[config.mk]
export PLATFORM = sky130hd
export DESIGN_NAME = johnson_decoder
export DESIGN_NICKNAME = d
export VERILOG_FILES = /design/src/rtl/johnson_pkg.sv /design/src/rtl/johnson_code_decode.sv /design/src/rtl/johnson_decoder.sv
export SDC_FILE = /design/constraint.sdc
export NUM_CORES = 1
export LEC_CHECK = 0
export ABC_AREA = 1
export CAP_MARGIN = 20
export CORE_MARGIN = 2
export CORE_UTILIZATION = 39
export CTS_CLUSTER_SIZE = 14
export DETAILED_ROUTE_END_ITERATION = 16
export PLACE_DENSITY = 0.75
export REMOVE_ABC_BUFFERS = 1
export SYNTH_ARGS = -nofsm -noshare
export SYNTH_HDL_FRONTEND = slang
export SYNTH_SLANG_ARGS = --single-unit
[constraint.sdc]
create_clock -name clk -period 1.37 [get_ports clk]
set_input_delay 0.137 -clock clk [delete_from_list [all_inputs] [get_ports clk]]
set_output_delay 0.137 -clock clk [all_outputs]
set_load 0.02 [all_outputs]
[src/rtl/johnson_pkg.sv]
// Shared types and width-generic Johnson-code helpers for the decoder.
// Helpers take the live width w as an argument and operate on a MaxW-bit container.
package johnson_pkg;

  typedef enum logic [1:0] {StSearch, StAcq, StLocked} jd_state_e;

  localparam int unsigned MaxW = 32;

  function automatic logic [MaxW-1:0] johnson_succ(input logic [MaxW-1:0] c,
                                                   input int unsigned w);
    logic [MaxW-1:0] r;
    r = '0;
    for (int unsigned i = 1; i < MaxW; i++) begin
      if (i < w) r[i] = c[i-1];
    end
    r[0] = ~c[w-1];
    return r;
  endfunction

  function automatic logic [MaxW-1:0] johnson_pred(input logic [MaxW-1:0] c,
                                                   input int unsigned w);
    logic [MaxW-1:0] r;
    r = '0;
    for (int unsigned i = 0; i < MaxW - 1; i++) begin
      if (i + 1 < w) r[i] = c[i+1];
    end
    r[w-1] = ~c[0];
    return r;
  endfunction

  // Legal codes have at most one 0/1 boundary between adjacent bits.
  function automatic logic johnson_legal(input logic [MaxW-1:0] c, input int unsigned w);
    int unsigned n;
    n = 0;
    for (int unsigned i = 0; i < MaxW - 1; i++) begin
      if (i + 1 < w && c[i] != c[i+1]) n++;
    end
    return n <= 1;
  endfunction

  function automatic int unsigned johnson_idx(input logic [MaxW-1:0] c, input int unsigned w);
    int unsigned pop;
    pop = 0;
    for (int unsigned i = 0; i < MaxW; i++) begin
      if (i < w && c[i]) pop++;
    end
    return c[w-1] ? (2 * w - pop) : pop;
  endfunction

endpackage

[src/rtl/johnson_code_decode.sv]
// Combinational Johnson code classifier: legality, state index and one-hot index.
module johnson_code_decode
  import johnson_pkg::*;
#(
  parameter int unsigned W = 4,
  localparam int unsigned IdxW = $clog2(2 * W)
) (
  input  logic [W-1:0]    q_i,
  output logic            legal_o,
  output logic [IdxW-1:0] idx_o,
  output logic [2*W-1:0]  onehot_o
);

  always_comb begin
    legal_o  = johnson_legal(MaxW'(q_i), W);
    idx_o    = IdxW'(johnson_idx(MaxW'(q_i), W));
    onehot_o = '0;
    onehot_o[idx_o] = 1'b1;
  end

endmodule

[src/rtl/johnson_decoder.sv]
// Johnson sequence monitor: decodes samples, tracks successor lock, counts errors.
// Define JOHNSON_DECODER_DIR_EN to also accept reverse steps and expose dir_o.
module johnson_decoder
  import johnson_pkg::*;
#(
  parameter int unsigned W        = 4,
  parameter int unsigned LOCK_CNT = 3,
  parameter int unsigned ERR_W    = 8,
  localparam int unsigned IdxW    = $clog2(2 * W)
) (
  input  logic            clk,
  input  logic            rst_n,
  input  logic            en_i,
  input  logic [W-1:0]    q_i,
  output logic [IdxW-1:0] idx_o,
  output logic [2*W-1:0]  onehot_o,
  output logic            legal_o,
  output logic            locked_o,
  output logic            err_pulse_o,
  output logic [ERR_W-1:0] err_cnt_o
`ifdef JOHNSON_DECODER_DIR_EN
  ,
  output logic            dir_o
`endif
);

  localparam int unsigned RunW = $clog2(LOCK_CNT + 1);

  jd_state_e        state_q, state_d;
  logic [W-1:0]     prev_q, prev_d;
  logic [RunW-1:0]  run_q, run_d, run_inc;
  logic [IdxW-1:0]  idx_q, idx_d;
  logic [2*W-1:0]   onehot_q, onehot_d;
  logic             legal_q, legal_d;
  logic             err_pulse_q, err;
  logic [ERR_W-1:0] err_cnt_q, err_cnt_d;

  logic             dec_legal;
  logic [IdxW-1:0]  dec_idx;
  logic [2*W-1:0]   dec_onehot;
  logic             fwd, bwd, step_ok;

  johnson_code_decode #(
    .W(W)
  ) u_decode (
    .q_i     (q_i),
    .legal_o (dec_legal),
    .idx_o   (dec_idx),
    .onehot_o(dec_onehot)
  );

  assign fwd     = (q_i == W'(johnson_succ(MaxW'(prev_q), W)));
  assign step_ok = fwd | bwd;
  assign run_inc = run_q + RunW'(1);

`ifdef JOHNSON_DECODER_DIR_EN
  logic dir_q, dir_d;

  assign bwd = (q_i == W'(johnson_pred(MaxW'(prev_q), W)));

  always_comb begin
    dir_d = dir_q;
    if (en_i && state_q != StSearch && step_ok) dir_d = fwd;
  end

  always_ff @(posedge clk or negedge rst_n) begin
    if (!rst_n) dir_q <= 1'b0;
    else        dir_q <= dir_d;
  end

  assign dir_o = dir_q;
`else
  assign bwd = 1'b0;
`endif

  always_comb begin
    state_d  = state_q;
    prev_d   = prev_q;
    run_d    = run_q;
    idx_d    = idx_q;
    onehot_d = onehot_q;
    legal_d  = legal_q;
    err      = 1'b0;
    if (en_i) begin
      legal_d = dec_legal;
      // Any legal sample becomes history, even one that breaks lock.
      if (dec_legal) begin
        idx_d    = dec_idx;
        onehot_d = dec_onehot;
        prev_d   = q_i;
      end
      unique case (state_q)
        StSearch: begin
          if (dec_legal) begin
            state_d = StAcq;
            run_d   = '0;
          end else begin
            err = 1'b1;
          end
        end
        StAcq: begin
          if (!dec_legal) begin
            err     = 1'b1;
            state_d = StSearch;
          end else if (step_ok) begin
            run_d = run_inc;
            if (32'(run_inc) >= LOCK_CNT) state_d = StLocked;
          end else begin
            run_d = '0;
          end
        end
        StLocked: begin
          if (!step_ok) begin
            err     = 1'b1;
            state_d = StSearch;
          end
        end
        default: state_d = StSearch;
      endcase
    end
    err_cnt_d = (err && err_cnt_q != '1) ? err_cnt_q + ERR_W'(1) : err_cnt_q;
  end

  always_ff @(posedge clk or negedge rst_n) begin
    if (!rst_n) begin
      state_q     <= StSearch;
      prev_q      <= '0;
      run_q       <= '0;
      idx_q       <= '0;
      onehot_q    <= '0;
      legal_q     <= 1'b0;
      err_pulse_q <= 1'b0;
      err_cnt_q   <= '0;
    end else begin
      state_q     <= state_d;
      prev_q      <= prev_d;
      run_q       <= run_d;
      idx_q       <= idx_d;
      onehot_q    <= onehot_d;
      legal_q     <= legal_d;
      err_pulse_q <= err;
      err_cnt_q   <= err_cnt_d;
    end
  end

  assign idx_o       = idx_q;
  assign onehot_o    = onehot_q;
  assign legal_o     = legal_q;
  assign locked_o    = (state_q == StLocked);
  assign err_pulse_o = err_pulse_q;
  assign err_cnt_o   = err_cnt_q;

endmodule
* Yosys cells after proc, flatten, opt, wreduce, memory -nomap -nowiden
Index checks and enable logic that the tools add are counted.
Operators by class: add/subtract/negate cells 8, multiply operators 0, divide/modulo/power cells 0, order comparisons 4, eq/ne operators 12, shifts and indexed selects 0, muxes and demuxes 24, bitwise gates (word level) 1, reductions and logical operators 8
Operators with widths (count):
- 32-bit by 1-bit adder with 32-bit output (second input constant) | 2
- 32-bit two-way mux | 2
- 32-bit by 1-bit <= comparator with 1-bit output (second input constant) | 1
- 2-bit two-way mux | 9
- 3-bit two-way mux | 3
- 8-bit by 1-bit adder with 8-bit output (second input constant) | 1
- 8-bit != test (second input constant) | 1
- 1-bit two-way mux | 6
- 2-bit != test (second input constant) | 3
- 3-bit != test (second input constant) | 2
- 2-bit one-hot mux with 3 select lines | 1
- 5-bit AND reduction | 1
- 4-bit equality test | 1
- 3-bit by 4-bit < comparator with 1-bit output (second input constant) | 1
- 2-bit one-hot mux with 2 select lines | 1
- 4-bit AND reduction | 1
- 2-bit by 1-bit adder with 3-bit output (second input constant) | 1
- 3-bit by 1-bit adder with 3-bit output (second input constant) | 1
- 1-bit demux with 3-bit select | 1
- 3-bit by 1-bit >= comparator with 1-bit output (second input constant) | 1
- 1-bit != test | 3
- 1-bit by 3-bit subtractor with 3-bit output (first input constant) | 1
- 1-bit by 1-bit adder with 2-bit output (second input constant) | 1
- 2-bit by 1-bit adder with 2-bit output (second input constant) | 1
- 10 further kinds | 11
Storage, ports and cells: register bits 29, bits in latches 0, memory bits (writable) 0, bits in read-only memories 0, input port bits 7, output and inout bits 22, word-level logic and storage cells 65, memories 0

* Longest topological paths before layout
Gate-level depths: netlist (run 1).
word-level depth 13, depth in mapped cells 14

* By module
From an unflattened synthesis (run 1), not the netlist that was laid out.
Unflattened totals: cells, all modules 243, area total of the unflattened synthesis 1809.2 um^2
Modules (own cells, without submodules):
- johnson_decoder | instances 1, cells an instance 179, area an instance 1468.9 um^2, seq. area each 725.7 um^2
- johnson_code_decode | instances 1, cells an instance 64, area an instance 340.3 um^2, seq. area each 0.0 um^2

* Least setup slack after synthesis (run 1)
OpenSTA, ideal clock, no wires.
path type input -> register, start point input q_i[0], end point register onehot_q[3] (netlist: onehot_o[3]), setup time 123 ps, arrival time 1838 ps, path slack -591 ps, cell stages on the path 13, path buffers 0, cell sequence inv_1 ha_1 xor2_1 ha_1 o21ai_0 ha_1 inv_1 nand2_1 nand3_1 xor2_1 inv_1 nand2_1 o21ai_1
On the way: longest elaborated chain between the ends 13
Ends and longest elaborated chain:
- start, declared | line johnson_decoder.sv:14 | input logic [W-1:0] q_i,
- parallel branches: the longest is 13 deep, another holds 32-bit by 1-bit adder with 32-bit output
- end signal, assigned | line johnson_decoder.sv:139 | onehot_q <= onehot_d;
- end, declared | line johnson_decoder.sv:33 | logic [2*W-1:0] onehot_q, onehot_d;
Several ways; the timed one is not identified. A chain may end at the register's enable or synchronous reset.

* Worst setup path after layout (run 1)
start point input q_i[0], end point register onehot_q[1] (netlist: onehot_o[1])
The elaborated chain is that of the path after synthesis.

==> impl_metrics.toml, run 1 <==
[run_status]
outcome = "finished, violations left"
violations = "setup timing"

[drt]
num_vias = 1807
first_iter_violations = 195
wl_per_cell_um = 16.1
wl_um = 5600
vias_per_cell = 5.19
ant_nets = 0
dr.pass1.iters = 4
drc = 0

[logic_synthesis]
yosysWarnings = 0
async_flop_share = 1.00
synth.distinct_cells = 25
yosys-top-cells-area = "dfrtp_1 43%, nand2_1 16%, inv_1 5.5%"
synth.top_cell.area_share = 0.429
synth_top_flop_cell = "dfrtp_1"
synth_compound_area_frac = 0.0732
muxShareOfSynthArea = 0
synth_edf_count = 0
postSynthCellCount = 214
synth_area_leader_cell = "dfrtp_1"
synth_top_family_by_area = "simple AND/OR/NAND/NOR gates"
synthXorXnorAreaFrac = 0.0362
synth_commonest_cells = "74 x nand2_1, 29 x dfrtp_1, 25 x inv_1, 12 x nor2_1, 10 x nand3_1"
synth.avg_cell_area_um2 = 7.90
synth_fa_ha_area_frac = 0.0518
yosysSeqAreaShare = 0.429
synth_seq_cells = 29
yosys.area_share.simple = 0.323
synthesis.area_um2 = 1690
yosysMostFrequentCell = "nand2_1"

[die]
die_w_um = 69.9
die_area_um2 = 4880
coreArea_um2 = 4090
start_util = 0.414
pin_count = 29
die_h_um = 69.9
rows = 23

[timing]
final_max_slew_viol_count = 0
fmax_mhz = 565
worst_slack_ps = -401
setup_viol = 27
hold_violations = 0
relSlewSlack = 0.751
worst_slew_pin_slew_ps = 374
period_needed_ps = 1770
rsz0062_at_grt = "true"
clock_skew_ps = 6.09
period_share = 1.29

[grt]
grt_pass1_vias = 1642
grt_first_pass_wirelength_um = 7250
antenna_found_initial = 0
grt_max_degree = 30
grt_overflow = 0
grt_use_total = 0.184

[finish]
fin_area_um2 = 2810
nets = 312
antenna_cells = 0
drive_above_1_share = 0.419
synthToLayoutAreaGrowth_pct = 65.8

[setup_path]
r2r-end = "err_cnt_o[6]"
worstSetupStartpointType = "input pin"
path_class = "in2reg"
cp.required_ps = 1570
reg2reg_depth = 10
worst-path-max-fanout = 3
cp_slowest_stage_delay_ps = 260
worstPathCellList = "buf_8 > inv_6 > ha_4 > or2_1 > o21ai_1 > ha_1 > o21ai_2 > ha_4 > inv_2 > nand2_2 > nand3_2 > xor2_2 > inv_2 > nand2_2 > o21ai_1"
reg2reg_slack_ps = -100
endpoint_kind = "register"
cp_slowest_cell = "ha_1"
r2r_start = "prev_q[0]"
cp.arrival_ps = 1970

[power_and_ir_drop]
irDropWorstVdd_mv = 0.636
p_int_mw = 2.26
pwr-share-comb = 0.488
power_mw = 3.71
power.switching_mw = 1.45
pwr_density_cell_nw_per_um2 = 1320
swShare = 0.391
power_frac_seq = 0.314
pwr-share-clk = 0.198
p_leak_nw = 1.51

[placement]
post-dp-hpwl_um = 2800
place_congestion = 0.811
dp_slack_ps = -1210
place_area_um2 = 2290
portBuffers = 28

[cts]
clkTransAtPathRegs_ps = 70
cts_sinks = 29
cts-hold-fix-buffers = 0
clock_latency_ps = 290
cts_tree = "yes"
htree_levels = 2
cts_buffers = 5
cts_root_buffer = "clkbuf_8"
max-clock-path-buffers = 2

[min_path]
whs_path_depth = 4
hp-class = "in2reg"
holdCritStartpoint = "q_i[0]"
whs_endpoint = "prev_q[0]"

[run]
maxCapViolations = 0
## registers in the layout (all words and copies together) (netlist names)
register / cells
legal_o: 1
run_q: 2
err_cnt_o: 8
idx_o: 3
prev_q: 4
err_pulse_o: 1
state_q: 2
onehot_o: 8
## per-layer routing
| metal | GRT usage | part of all wire | vias up | wire, um |
|---|---|---|---|---|
| met5 | 0 | 0 | - | 0 |
| li1 | - | - | 853 | - |
| met3 | 0.0433 | 0.051 | 21 | 286 |
| met2 | 0.299 | 0.52 | 64 | 2910 |
| met1 | 0.222 | 0.39 | 869 | 2180 |
| met4 | 0.105 | 0.038 | 0 | 213 |
## worst max path at each step
stage | startpoint | slack (ps) | cells after the start | to
after floorplan | q_i[0] | -590 | 13 | onehot_o[3]
final | q_i[0] | -400 | 15 | onehot_o[1]
after CTS | q_i[0] | -350 | 15 | onehot_o[0]
after detailed placement | q_i[0] | -1210 | 15 | onehot_o[3]
after global placement | q_i[0] | -1130 | 14 | onehot_o[3]
after global routing | q_i[1] | -480 | 15 | onehot_o[1]
## power groups by stage
| stage | Clock, mW | Sequential (mW) | Combinational, mW |
|---|---|---|---|
| after floorplan | 0 | 1.36 | 0.543 |
| after global placement | 0 | 1.16 | 1.42 |
| after detailed placement | 0 | 1.17 | 1.45 |
| after CTS | 0.732 | 1.15 | 1.51 |
| after global routing | 0.768 | 1.19 | 1.94 |
| final | 0.735 | 1.17 | 1.81 |
## cell usage in the layout (no fill, tap or decap), drive strengths merged
master          n
a21oi           2
buf            54
clkbuf          7
clkdlybuf4s50   2
clkinv          1
dfrtp          29
dlygate4sd2    17
dlymetal6s2s    6
ha              7
inv            27
nand2          81
nand3          13
nand4           9
nor2           14
nor3            1
o211ai          1
o21ai          19
or2             1
xor2            7
## cell type report
class / count / area (um2)
repair buffers: 79 / 756
well taps: 50 / 62.6
flip-flops and latches: 29 / 726
inverters: 28 / 125
clock buffers: 7 / 86.3
multi-input cells: 155 / 1050
fillers: 270 / 1280
## metrics by stage
step / hold slack [ps] / instances / util / TNS, ps
3_3_place_gp: 456 / 327 / 0.560 / -27170
3_5_place_dp: 468 / 327 / 0.560 / -28370
6_report: 171 / 348 / 0.686 / -5450
2_1_floorplan: -159 / 210 / - / -8150
4_1_cts: 191 / 338 / 0.620 / -3320
5_1_grt: 182 / 348 / 0.686 / -7330
## critical path: cells and delay by family
family	cells	cell delay (ps)
AOI/OAI and AO/OA	3	430
xor gates and xnor gates	1	180
adders and majority gates	3	560
buffers and inverters	4	240
and+or+nand+nor	4	420
## logic make-up (layout without fill, tap and decap cells)
| kind of cell | Yosys count | after routing |
|---|---|---|
| AOI/OAI and AO/OA | 22 | 22 |
| and+or+nand+nor | 117 | 119 |
| DFF | 29 | 29 |
| adders and majority gates | 7 | 7 |
| buffers and inverters | 32 | 114 |
| xor gates and xnor gates | 7 | 7 |
## repair_timing
item	in CTS	in global routing
pin swaps	13	25
gates resized for setup	67	59
endpoints found under the setup margin	45	35
hold endpoints to repair	0	0
gates cloned	2	0
setup buffers	2	11
Power figures use the tool's default switching activity.
==> run 2, diff against run 1 <==
Settings changed: CTS_CLUSTER_SIZE 14 to not set.
==> results of run 2 <==
The final DEF is identical to that of run 1; final timing and power are the same.
==> run 3, diff against run 2 <==
==> constraint.sdc (replaced) <==
create_clock -name clk -period 1.37 [get_ports clk]
set_input_delay 0.3425 -clock clk [delete_from_list [all_inputs] [get_ports clk]]
set_output_delay 0.3425 -clock clk [all_outputs]
set_load 0.02 [all_outputs]
==> run 3 against run 2 <==
The run still ends with setup timing left. Clock power rose by 9.4%. Utilization fell by 1.2 points. Sequential share of layout area rose by 0.45 points. Via count fell by 1.7%. Non-clock buffer count rose by 4.
==> impl_metrics.toml, run 3 (same netlist as run 1, synthesis figures left out) <==
[drt]
route.met3.wl_um = 199
drc = 0
wl_met1_um = 2100
wl_um = 5120
route.met2.wl_um = 2650
wl_per_cell_um = 14.5
dr.pass1.iters = 4
ant_nets = 0
highest_layer = "met4"
first_iter_violations = 126
vias_per_cell = 5.05
num_vias = 1776

[grt]
antenna_found_initial = 0
grt_first_pass_wirelength_um = 7650
grt_pass1_vias = 1702
grt_overflow = 0
grt_use_total = 0.196
grt_max_degree = 30

[finish]
antenna_cells = 0
synthToLayoutAreaGrowth_pct = 63.0
fin_util = 0.675
fill_cells = 304
nets = 315
final_cells = 352
drive_above_1_share = 0.440
final_common_cell = "nand2_1"
final_cell_mix = "55 x nand2_1, 42 x buf_4, 29 x dfrtp_1, 21 x nand2_2, 19 x inv_1"

[cts]
htree_levels = 2
cts_tree = "yes"
clkTransAtPathRegs_ps = 70
cts_buffers = 5
cts_root_buffer = "clkbuf_8"
max-clock-path-buffers = 2
cts-hold-fix-buffers = 0
clock_latency_ps = 290
cts_sinks = 29

[placement]
portBuffers = 28
dp_cells = 328
place_congestion = 0.798
post-dp-hpwl_um = 2810
dp_slack_ps = -1450

[die]
die_h_um = 69.9
die_area_um2 = 4880
coreArea_um2 = 4090
start_util = 0.414
die_w_um = 69.9
pin_count = 29
rows = 23

[timing]
clock_skew_ps = 4.44
totalNegativeSetupSlack_ps = -10810
period_share = 1.46
final_max_slew_viol_count = 0
setup_viol = 30
fmax_mhz = 499
worst_slack_ps = -634
hold_violations = 0
rsz0062_at_grt = "true"
period_needed_ps = 2000
relSlewSlack = 0.789
worst_slew_pin_slew_ps = 316

[min_path]
hp-class = "in2reg"

[setup_path]
path_class = "in2reg"
worstSetupStartpointType = "input pin"
cp.required_ps = 1570
endpoint_kind = "register"
worst-path-max-fanout = 3
cp.arrival_ps = 2210

[power_and_ir_drop]
irDropWorstVdd_mv = 0.570
power_mw = 3.71
p_leak_nw = 1.45
pwr_density_cell_nw_per_um2 = 1340

[run_status]
outcome = "finished, violations left"
violations = "setup timing"

[run]
maxCapViolations = 0
run 3: worst max-delay path, cell delays in order:
cell and delay, ps:
buf_8 80, inv_6 30, ha_4 140, or2_1 210, o21ai_1 120, ha_1 290
o21ai_2 180, ha_4 160, inv_2 30, nand2_2 50, nand3_2 70, xor2_2 200
nand2_1 120, o21ai_1 170
run 3: cell type report:
| class | instances | area, um2 | area share |
|---|---|---|---|
| Timing Repair inverter | 1 | 6.26 | 0.00227 |
| Sequential cell | 29 | 726 | 0.263 |
| Clock inverter | 1 | 5.00 | 0.00181 |
| Timing Repair Buffer | 83 | 721 | 0.261 |
| Inverter | 28 | 123 | 0.0445 |
| Clock buffer | 7 | 96.3 | 0.0349 |
| Multi-Input combinational cell | 153 | 1020 | 0.369 |
| Tap cell | 50 | 62.6 | 0.0227 |
run 3: worst paths after layout:
kind,end,start,slack (ps),cells past startpoint
max,onehot_o[5],q_i[1],-630,14
min reg2reg,idx_o[1],idx_o[1],490,2
max reg2reg,err_cnt_o[3],err_cnt_o[0],-200,9
min,prev_q[0],q_i[0],400,4
min in group asynchronous,legal_o,rst_n,420,2
max in group asynchronous,err_cnt_o[4],rst_n,790,2
run 3: what timing repair did:
item                       CTS  global route
pin swaps                   16            20
setup endpoints to repair   51            34
gates resized for setup    100            39
cloned                       1             1
setup buffers               13             5
run 3: metrics by stage:
| stage | hold WS (ps) | area [um2] |
|---|---|---|
| final | 402 | 2760 |
| after floorplan | 46.9 | 1650 |
| after CTS | 386 | 2640 |
| after global placement | 458 | 2310 |
| after detailed placement | 468 | 2310 |
| after global routing | 420 | 2760 |
run 3: layer usage:
metal | track usage | up-vias
met2 | 0.339 | 47
li1 | - | 855
met4 | 0.0876 | 0
met1 | 0.232 | 858
met3 | 0.0447 | 16
met5 | 0 | -
run 3: where the power goes:
part	switching, mW	internal, mW
logic	0.977	0.774
clock network	0.350	0.454
registers	0.111	1.04
